**src/rtl/jtgng_snd_cmd.sv**
```systemverilog
// Sound-command channel from the main CPU to the sound Z80: command FIFO (or a
// single latch when FIFO_AW=0), V32-derived INT pulse and optional pending NMI.
module jtgng_snd_cmd #(
    parameter int DW      = 8,
    parameter int FIFO_AW = 2,
    parameter int INT_LEN = 32,
    parameter int NMI_EN  = 0
) (
    input  logic               clk,
    input  logic               rst,
    input  logic               cen,
    input  logic               main_wr,
    input  logic [DW-1:0]      main_din,
    output logic               main_full,
    input  logic               snd_rd,
    output logic [DW-1:0]      snd_dout,
    output logic               snd_empty,
    output logic [FIFO_AW:0]   level,
    output logic               ovf,
    input  logic               clr_ovf,
    input  logic               V32,
    output logic               int_n,
    output logic               nmi_n
);

    localparam int LW    = FIFO_AW + 1;
    localparam int DEPTH = 1 << FIFO_AW;

    logic            rd_last_r;
    logic            pop_s;
    logic [DW-1:0]   dout_r;
    logic            empty_r;
    logic            full_r;
    logic [LW-1:0]   level_r;
    logic            ovf_r;
    logic            v32_last_r;
    logic [7:0]      int_cnt_r;
    logic            int_n_r;
    logic            nmi_n_r;

    // The Z80 read ends on the falling edge of snd_rd, so data stays put during the read
    assign pop_s = rd_last_r & ~snd_rd;

    // snd_rd history for pop-edge detection
    always_ff @(posedge clk) begin
        if (rst) rd_last_r <= 1'b0;
        else     rd_last_r <= snd_rd;
    end

    generate
        if (FIFO_AW > 0) begin : g_fifo
            localparam logic [LW-1:0]      LVL_ONE  = LW'(1);
            localparam logic [LW-1:0]      LVL_ZERO = LW'(0);
            localparam logic [LW-1:0]      LVL_FULL = LW'(DEPTH);
            localparam logic [FIFO_AW-1:0] PTR_ONE  = FIFO_AW'(1);
            localparam logic [FIFO_AW-1:0] PTR_ZERO = FIFO_AW'(0);

            logic [DW-1:0]      mem_r [DEPTH];
            logic [FIFO_AW-1:0] wr_ptr_r;
            logic [FIFO_AW-1:0] rd_ptr_r;
            logic               pop_ok_s;
            logic               push_s;
            logic               ovf_set_s;
            logic [LW-1:0]      level_nxt_s;

            // Accept/drop decision; a full FIFO still takes a write when a pop frees a slot
            always_comb begin
                pop_ok_s    = pop_s && (level_r != LVL_ZERO);
                push_s      = main_wr && (!full_r || pop_ok_s);
                ovf_set_s   = main_wr && full_r && !pop_ok_s;
                level_nxt_s = level_r;
                if (push_s && !pop_ok_s) begin
                    level_nxt_s = level_r + LVL_ONE;
                end else if (pop_ok_s && !push_s) begin
                    level_nxt_s = level_r - LVL_ONE;
                end else begin
                    level_nxt_s = level_r;
                end
            end

            // Storage array; contents are only meaningful between the pointers
            always_ff @(posedge clk) begin
                if (!rst && push_s) mem_r[wr_ptr_r] <= main_din;
            end

            // Pointers, occupancy, overflow flag and the registered head word
            always_ff @(posedge clk) begin
                if (rst) begin
                    wr_ptr_r <= PTR_ZERO;
                    rd_ptr_r <= PTR_ZERO;
                    level_r  <= LVL_ZERO;
                    full_r   <= 1'b0;
                    empty_r  <= 1'b1;
                    dout_r   <= {DW{1'b0}};
                    ovf_r    <= 1'b0;
                end else begin
                    if (push_s)   wr_ptr_r <= wr_ptr_r + PTR_ONE;
                    if (pop_ok_s) rd_ptr_r <= rd_ptr_r + PTR_ONE;
                    level_r <= level_nxt_s;
                    full_r  <= (level_nxt_s == LVL_FULL);
                    empty_r <= (level_r == LVL_ZERO);
                    // Holding dout when empty gives the stale re-read of the old latch
                    if (level_r != LVL_ZERO) dout_r <= mem_r[rd_ptr_r];
                    if (ovf_set_s)    ovf_r <= 1'b1;
                    else if (clr_ovf) ovf_r <= 1'b0;
                end
            end
        end else begin : g_latch
            // Legacy single sound latch with a pending flag
            always_ff @(posedge clk) begin
                if (rst) begin
                    dout_r  <= {DW{1'b0}};
                    empty_r <= 1'b1;
                    level_r <= 1'b0;
                end else if (main_wr) begin
                    dout_r  <= main_din;
                    empty_r <= 1'b0;
                    level_r <= 1'b1;
                end else if (pop_s) begin
                    empty_r <= 1'b1;
                    level_r <= 1'b0;
                end
                full_r <= 1'b0;
                ovf_r  <= 1'b0;
            end
        end
    endgenerate

    // V32 falling-edge detector and INT pulse counter, advanced on cen only
    always_ff @(posedge clk) begin
        if (rst) begin
            v32_last_r <= 1'b0;
            int_cnt_r  <= 8'd0;
            int_n_r    <= 1'b1;
        end else if (cen) begin
            v32_last_r <= V32;
            if (v32_last_r && !V32) begin
                int_n_r   <= 1'b0;
                int_cnt_r <= 8'(INT_LEN - 1);
            end else if (!int_n_r) begin
                if (int_cnt_r == 8'd0) int_n_r   <= 1'b1;
                else                   int_cnt_r <= int_cnt_r - 8'd1;
            end
        end
    end

    generate
        if (NMI_EN != 0) begin : g_nmi
            // NMI follows the pending flag one clk later
            always_ff @(posedge clk) begin
                if (rst) nmi_n_r <= 1'b1;
                else     nmi_n_r <= empty_r;
            end
        end else begin : g_no_nmi
            assign nmi_n_r = 1'b1;
        end
    endgenerate

    assign main_full = full_r;
    assign snd_dout  = dout_r;
    assign snd_empty = empty_r;
    assign level     = level_r;
    assign ovf       = ovf_r;
    assign int_n     = int_n_r;
    assign nmi_n     = nmi_n_r;

endmodule

```
**config.mk**
```make
export PLATFORM = sky130hd
export DESIGN_NAME = jtgng_snd_cmd
export DESIGN_NICKNAME = d
export VERILOG_FILES = /design/src/rtl/jtgng_snd_cmd.sv
export SDC_FILE = /design/constraint.sdc
export NUM_CORES = 1
export LEC_CHECK = 0
export ABC_AREA = 1
export BUFFER_PORTS_ARGS = -buffer_cell sky130_fd_sc_hd__buf_2
export CAP_MARGIN = 20
export CELL_PAD_IN_SITES_DETAIL_PLACEMENT = 0
export CELL_PAD_IN_SITES_GLOBAL_PLACEMENT = 1
export CORE_ASPECT_RATIO = 1.5
export CORE_MARGIN = 4
export CORE_UTILIZATION = 40
export CTS_CLUSTER_DIAMETER = 120
export DETAILED_ROUTE_END_ITERATION = 7
export PLACE_DENSITY_LB_ADDON = 0.1
export REMOVE_ABC_BUFFERS = 1
export SLEW_MARGIN = 0
export SYNTH_ARGS = -nofsm -noshare
export SYNTH_HDL_FRONTEND = slang
export SYNTH_SLANG_ARGS = --single-unit
```
**constraint.sdc**
```tcl
create_clock -name clk -period 2.77 [get_ports clk]
set_input_delay 0.554 -clock clk [delete_from_list [all_inputs] [get_ports clk]]
set_output_delay 0.554 -clock clk [all_outputs]
set_load 0.02 [all_outputs]
```
# Yosys cells after proc, flatten, opt, wreduce, memory -nomap -nowiden
# Memory sizes are Yosys's and may differ from the RTL's. A register that Yosys moved wholly into a read port is not among the register bits.
# Index checks and enable logic that the tools add are counted.
# totals
in_bits	15
regBits	21
out_inout_bits	16
mem_bits_rw	32
mem_bits_ro	0
latchBits	0
mem_count	1
# op_classes
bitwise_logic	2
mux	12
reduce_logical	19
order_cmp	0
eq_ne	3
n_div	0
shifts	0
multipliers	0
addsub	5
# memory_table
memory	words	width	read_ports	rd_clocked_by_memory_dff	write_ports	line_no	source
g_fifo.mem_r	4	8	1	1	1	58	logic [DW-1:0] mem_r [DEPTH];
# ops
op	n
two-way mux 8 bit	3
logical AND 1 bit	8
zero test 8 bit	1
subtractor 8 x 1 -> 8 bit (second input constant)	1
two-way mux 1 bit	7
two-way mux 3 bit	2
zero test 1 bit	5
adder 2 x 1 -> 2 bit (second input constant)	2
adder 3 x 1 -> 3 bit (second input constant)	1
== test 3 bit (second input constant)	1
zero test 3 bit	1
AND reduction 3 bit	1
nonzero test 3 bit	1
subtractor 3 x 1 -> 3 bit (second input constant)	1
!= test 2 x 1 -> 1 bit (second input constant)	1
!= test 2 bit (second input constant)	1
nonzero test 2 bit	1
AND 1 bit	1
logical OR 1 bit	1
inverter 1 bit	1

# Depth between registers and ports, before layout
# logic_depth
depth_word	10
mapped_depth	12
ltp_nobuf	12

# Least setup slack after synthesis
# Ideal clock, no wire load.
# synth_timing
path_type	register to register
start	register level_r[0] (netlist: level[0])
end	memory g_fifo.mem_r[0][0] (enable)
slack_ns	0.589
arrival_time_ns	1.810
period_less_slack_ns	2.181
path_stages_with_launch	9
t_required_ns	2.399
path_cell_list	dfxtp_1 -> inv_1 -> ha_1 -> inv_2 -> nor2_4 -> nor2_4 -> o21ai_2 -> or2_1 -> nor2_1
# synth_via
elab_chain_cells	7
# synth_rtl
item	line_no	source
start, declared	34	logic [LW-1:0] level_r;
start signal, assigned	99	level_r <= level_nxt_s;
nonzero test 3 bit	68	pop_ok_s = pop_s && (level_r != LVL_ZERO);
logical AND 1 bit	68	
logical OR 1 bit	69	push_s = main_wr && (!full_r || pop_ok_s);
logical AND 1 bit	69	
logical AND 1 bit	83	if (!rst && push_s) mem_r[wr_ptr_r] <= main_din;
two-way mux 1 bit	83	
two-way mux 1 bit (not written as such)	83	
end, declared	58	
# No other way between the ends.

# Worst setup path after layout
# layout_timing
start	register level_r[0] (netlist: level[0])
end	memory g_fifo.mem_r[2][5] (enable)
# The elaborated chain is that of the path after synthesis.

==> key figures <==
Status
  – Status: finished clean

Layout
  – Ratio of cells with drive above 1 in the final layout: 20.4%
  – Finished Cell Area: 0.00319 mm²
  – Nets: 347
  – Non-Filler Instances: 404
  – Final core area utilization: 48.2%
  – Layout area overhead: 15.2%
  – Ant. Diodes: 0

Setup path
  – Worst path required time: 2.73 ns
  – Crit Path Class: flip-flop to flip-flop
  – Startpoint type of the worst setup path: flip-flop
  – Crit path top cell by count: nor2_4
  – CP endpoint kind: flip-flop
  – Worst Path Arrival: 2.24 ns
  – Crit path max fanout: 9
  – Cell Chain, Critical Path: inv_1 > ha_1 > inv_2 > nor2_4 > nor2_4 > o21ai_2 > or2_1 > nor2_1
  – FF-to-FF Start: level[0]$_SDFF_PP0_
  – Critical-path top delay cell: nor2_1
  – Crit. Startpoint: level[0]$_SDFF_PP0_
  – Largest stage delay, worst path: 0.51 ns

Synth
  – Post-Synth Simple-Gate Area: 18.5%
  – Multiplexer share of the synthesized area: 0%
  – Unique cell type count in the Yosys netlist: 31
  – Largest area contributor in the netlist: edfxtp_1
  – Number of synthesized flops with an enable pin: 32
  – Post-synth top area share: 34.7%
  – Adder-cell share of the synthesized area: 4.07%
  – Main combinational cell family by area after synthesis: simple AND/OR/NAND/NOR gates
  – Syn avg cell area: 9.59 µm²
  – Main synth FF type: edfxtp_1
  – Asr flop ratio synth: 0%
  – Synthesized instance count: 289
  – Xor/xnor share of the synthesized area: 1.26%
  – Sequential area share after synthesis: 55.6%
  – Synth Area in Compound Gates: 13.3%
  – Syn. warnings: 0
  – Synth Register Bits: 61
  – Cell Area, Synth: 0.00277 mm²
  – Top cells by area, synth: edfxtp_1, dfxtp_1, o21ai_0

Floorplanning
  – Site row count: 36
  – Die X-Extent: 75.9 µm
  – IO Pins: 31
  – Die Y: 110 µm
  – Die area: 0.00835 mm²
  – Total core area: 0.00662 mm²
  – Starting Density: 41.8%

Clock network
  – Clk buf depth: 2
  – CTS Sinks: 61
  – H-tree depth: 3
  – Post-CTS sizing: 0
  – Hold_buf cts: 0
  – Clock root cell: clkbuf_8
  – CTS buffer count: 9
  – Postcts setup bufs: 0
  – Clock tree from TritonCTS: built
  – Clk_lat worst skew: 0.33 ns
  – Clock transition at path regs: 0.07 ns

Global route
  – Antenna violations before repair: 0
  – Vias in the first global route: 1981
  – GRT overflow: 0
  – Total track usage: 15.4%
  – Pin count of the biggest net entering global routing: 19
  – Global-route wire length before repair: 9.72 mm

Drt
  – # DRC: 0
  – Final ANT Viol Nets: 0
  – Vias: 1998
  – Vias per cell: 4.95
  – First-pass DRT Iterations: 4
  – Routed WL: 6.10 mm
  – Routed len/inst: 15.1 µm
  – Initial DRC Count: 93

Placement
  – GPL Wtd Cong: 0.798
  – Placed cells: 388
  – Buffers added on ports: 29
  – DPL Wire Length: 4.60 mm
  – Placed inst area: 0.00298 mm²

Power and ir drop
  – Total power: 2.13 mW
  – Power Density: 668 mW/mm²
  – VDD IR max: 0.000375 V
  – Lkg Pwr: 1.38 nW

Flow run
  – Max_cap viols: 0

Timing
  – Least-Margin Pin Slew: 0.636 ns
  – Setup Skew: 0.00896 ns
  – Final worst path period share: 82.2%
  – Final Setup Violations: 0
  – RSZ-0062 raised after global routing: false
  – Highest clock rate: 439 MHz
  – Max Slew Vio Count: 0
  – Period minus WS final: 2.28 ns
  – Rel. slew slack: 57.4%
  – Final hold violation count: 0
  – Setup TNS: 0 ns

Hold path
  – Worst hold path type: input port to flip-flop
  – Hold Crit Start: main_din[6]
## layer usage
| metal | wire [µm] | vias up | track usage (%) |
|---|---|---|---|
| met5 | 0 | - | 0 |
| met4 | 104 | 0 | 6.11 |
| met3 | 191 | 10 | 4.10 |
| met2 | 3540 | 26 | 31.0 |
| met1 | 2270 | 943 | 14.5 |
| li1 | - | 1019 | - |
## path summary, 6_finish.rpt
path                                  end  slack (ns)  depth (start not counted)
max          g_fifo.mem_r[2][5]$_DFFE_PP_        0.49                          8
min          g_fifo.mem_r[3][6]$_DFFE_PP_        0.45                          1
max reg2reg  g_fifo.mem_r[2][5]$_DFFE_PP_        0.49                          8
min reg2reg              ovf$_SDFFE_PP0P_        0.47                          2
## cell usage in the layout (no fill, tap or decap), types with 4 or more instances in the layout
cell	Yosys	layout
a21oi_1	12	12
buf_2	4	29
clkbuf_8	0	11
dfxtp_1	29	29
edfxtp_1	32	32
ha_1	9	9
inv_1	34	34
inv_2	6	6
nand2_1	36	36
nand3_1	12	12
nor2_1	37	37
nor2_4	5	5
o21ai_0	32	32
o21bai_1	8	8
o22ai_1	8	8
xor2_1	4	4
## per-stage QoR
step	hold WS, ns	worst slack (ns)
2_1_floorplan	0.460	0.566
3_3_place_gp	0.460	0.532
3_5_place_dp	0.468	0.473
4_1_cts	0.447	0.459
5_1_grt	0.446	0.337
6_report	0.453	0.493
## critical path: cells and delay by family, from the launching register on
family | cells | cell delay, ns
fa+ha+maj | 1 | 0.25
simple gates | 4 | 1.02
buf+inv | 2 | 0.17
compound gates | 1 | 0.10
flops | 1 | 0.37
## cell usage after synthesis, types with 2 or more instances
library cell and count:
nand3_1 12, xor2_1 4, ha_1 9, o21ai_1 2, a21oi_1 12, inv_2 6, inv_1 34, nand2_1 36
nand4_1 2, edfxtp_1 32, o21bai_1 8, nand2_4 2, o21ai_0 32, nor2_4 5, nor2_1 37, buf_2 4
dfxtp_1 29, o22ai_1 8, nand3_2 2, nor2_8 2
## kinds of logic (layout without fill, tap and decap cells)
| group | after synthesis | in the layout |
|---|---|---|
| fa+ha+maj | 9 | 9 |
| other cells | 1 | 1 |
| buf+inv | 48 | 87 |
| xor+xnor | 4 | 4 |
| simple gates | 102 | 102 |
| flops | 61 | 61 |
| compound gates | 64 | 64 |
## area by class of cell
cell class / instances / area (µm²)
sequential: 61 / 1540
tap: 76 / 95.1
inverter: 41 / 154
fill: 667 / 3430
clock inverter: 2 / 10.0
clock buffer: 14 / 205
multi-input combinational: 180 / 1030
timing repair buffer: 30 / 153
## power breakdown
part           internal (mW)  switching, mW  leakage, nW
combinational         0.0969          0.185        0.740
clock                  0.481          0.343        0.113
sequential             0.997         0.0276        0.529
## state kept, by name, indices dropped and copies added (netlist names)
register         count
g_fifo.mem_r        32
g_fifo.rd_ptr_r      2
g_fifo.wr_ptr_r      2
int_cnt_r            8
int_n                1
level                3
main_full            1
ovf                  1
rd_last_r            1
snd_dout             8
snd_empty            1
v32_last_r           1
(Power assumes the default switching activity.)
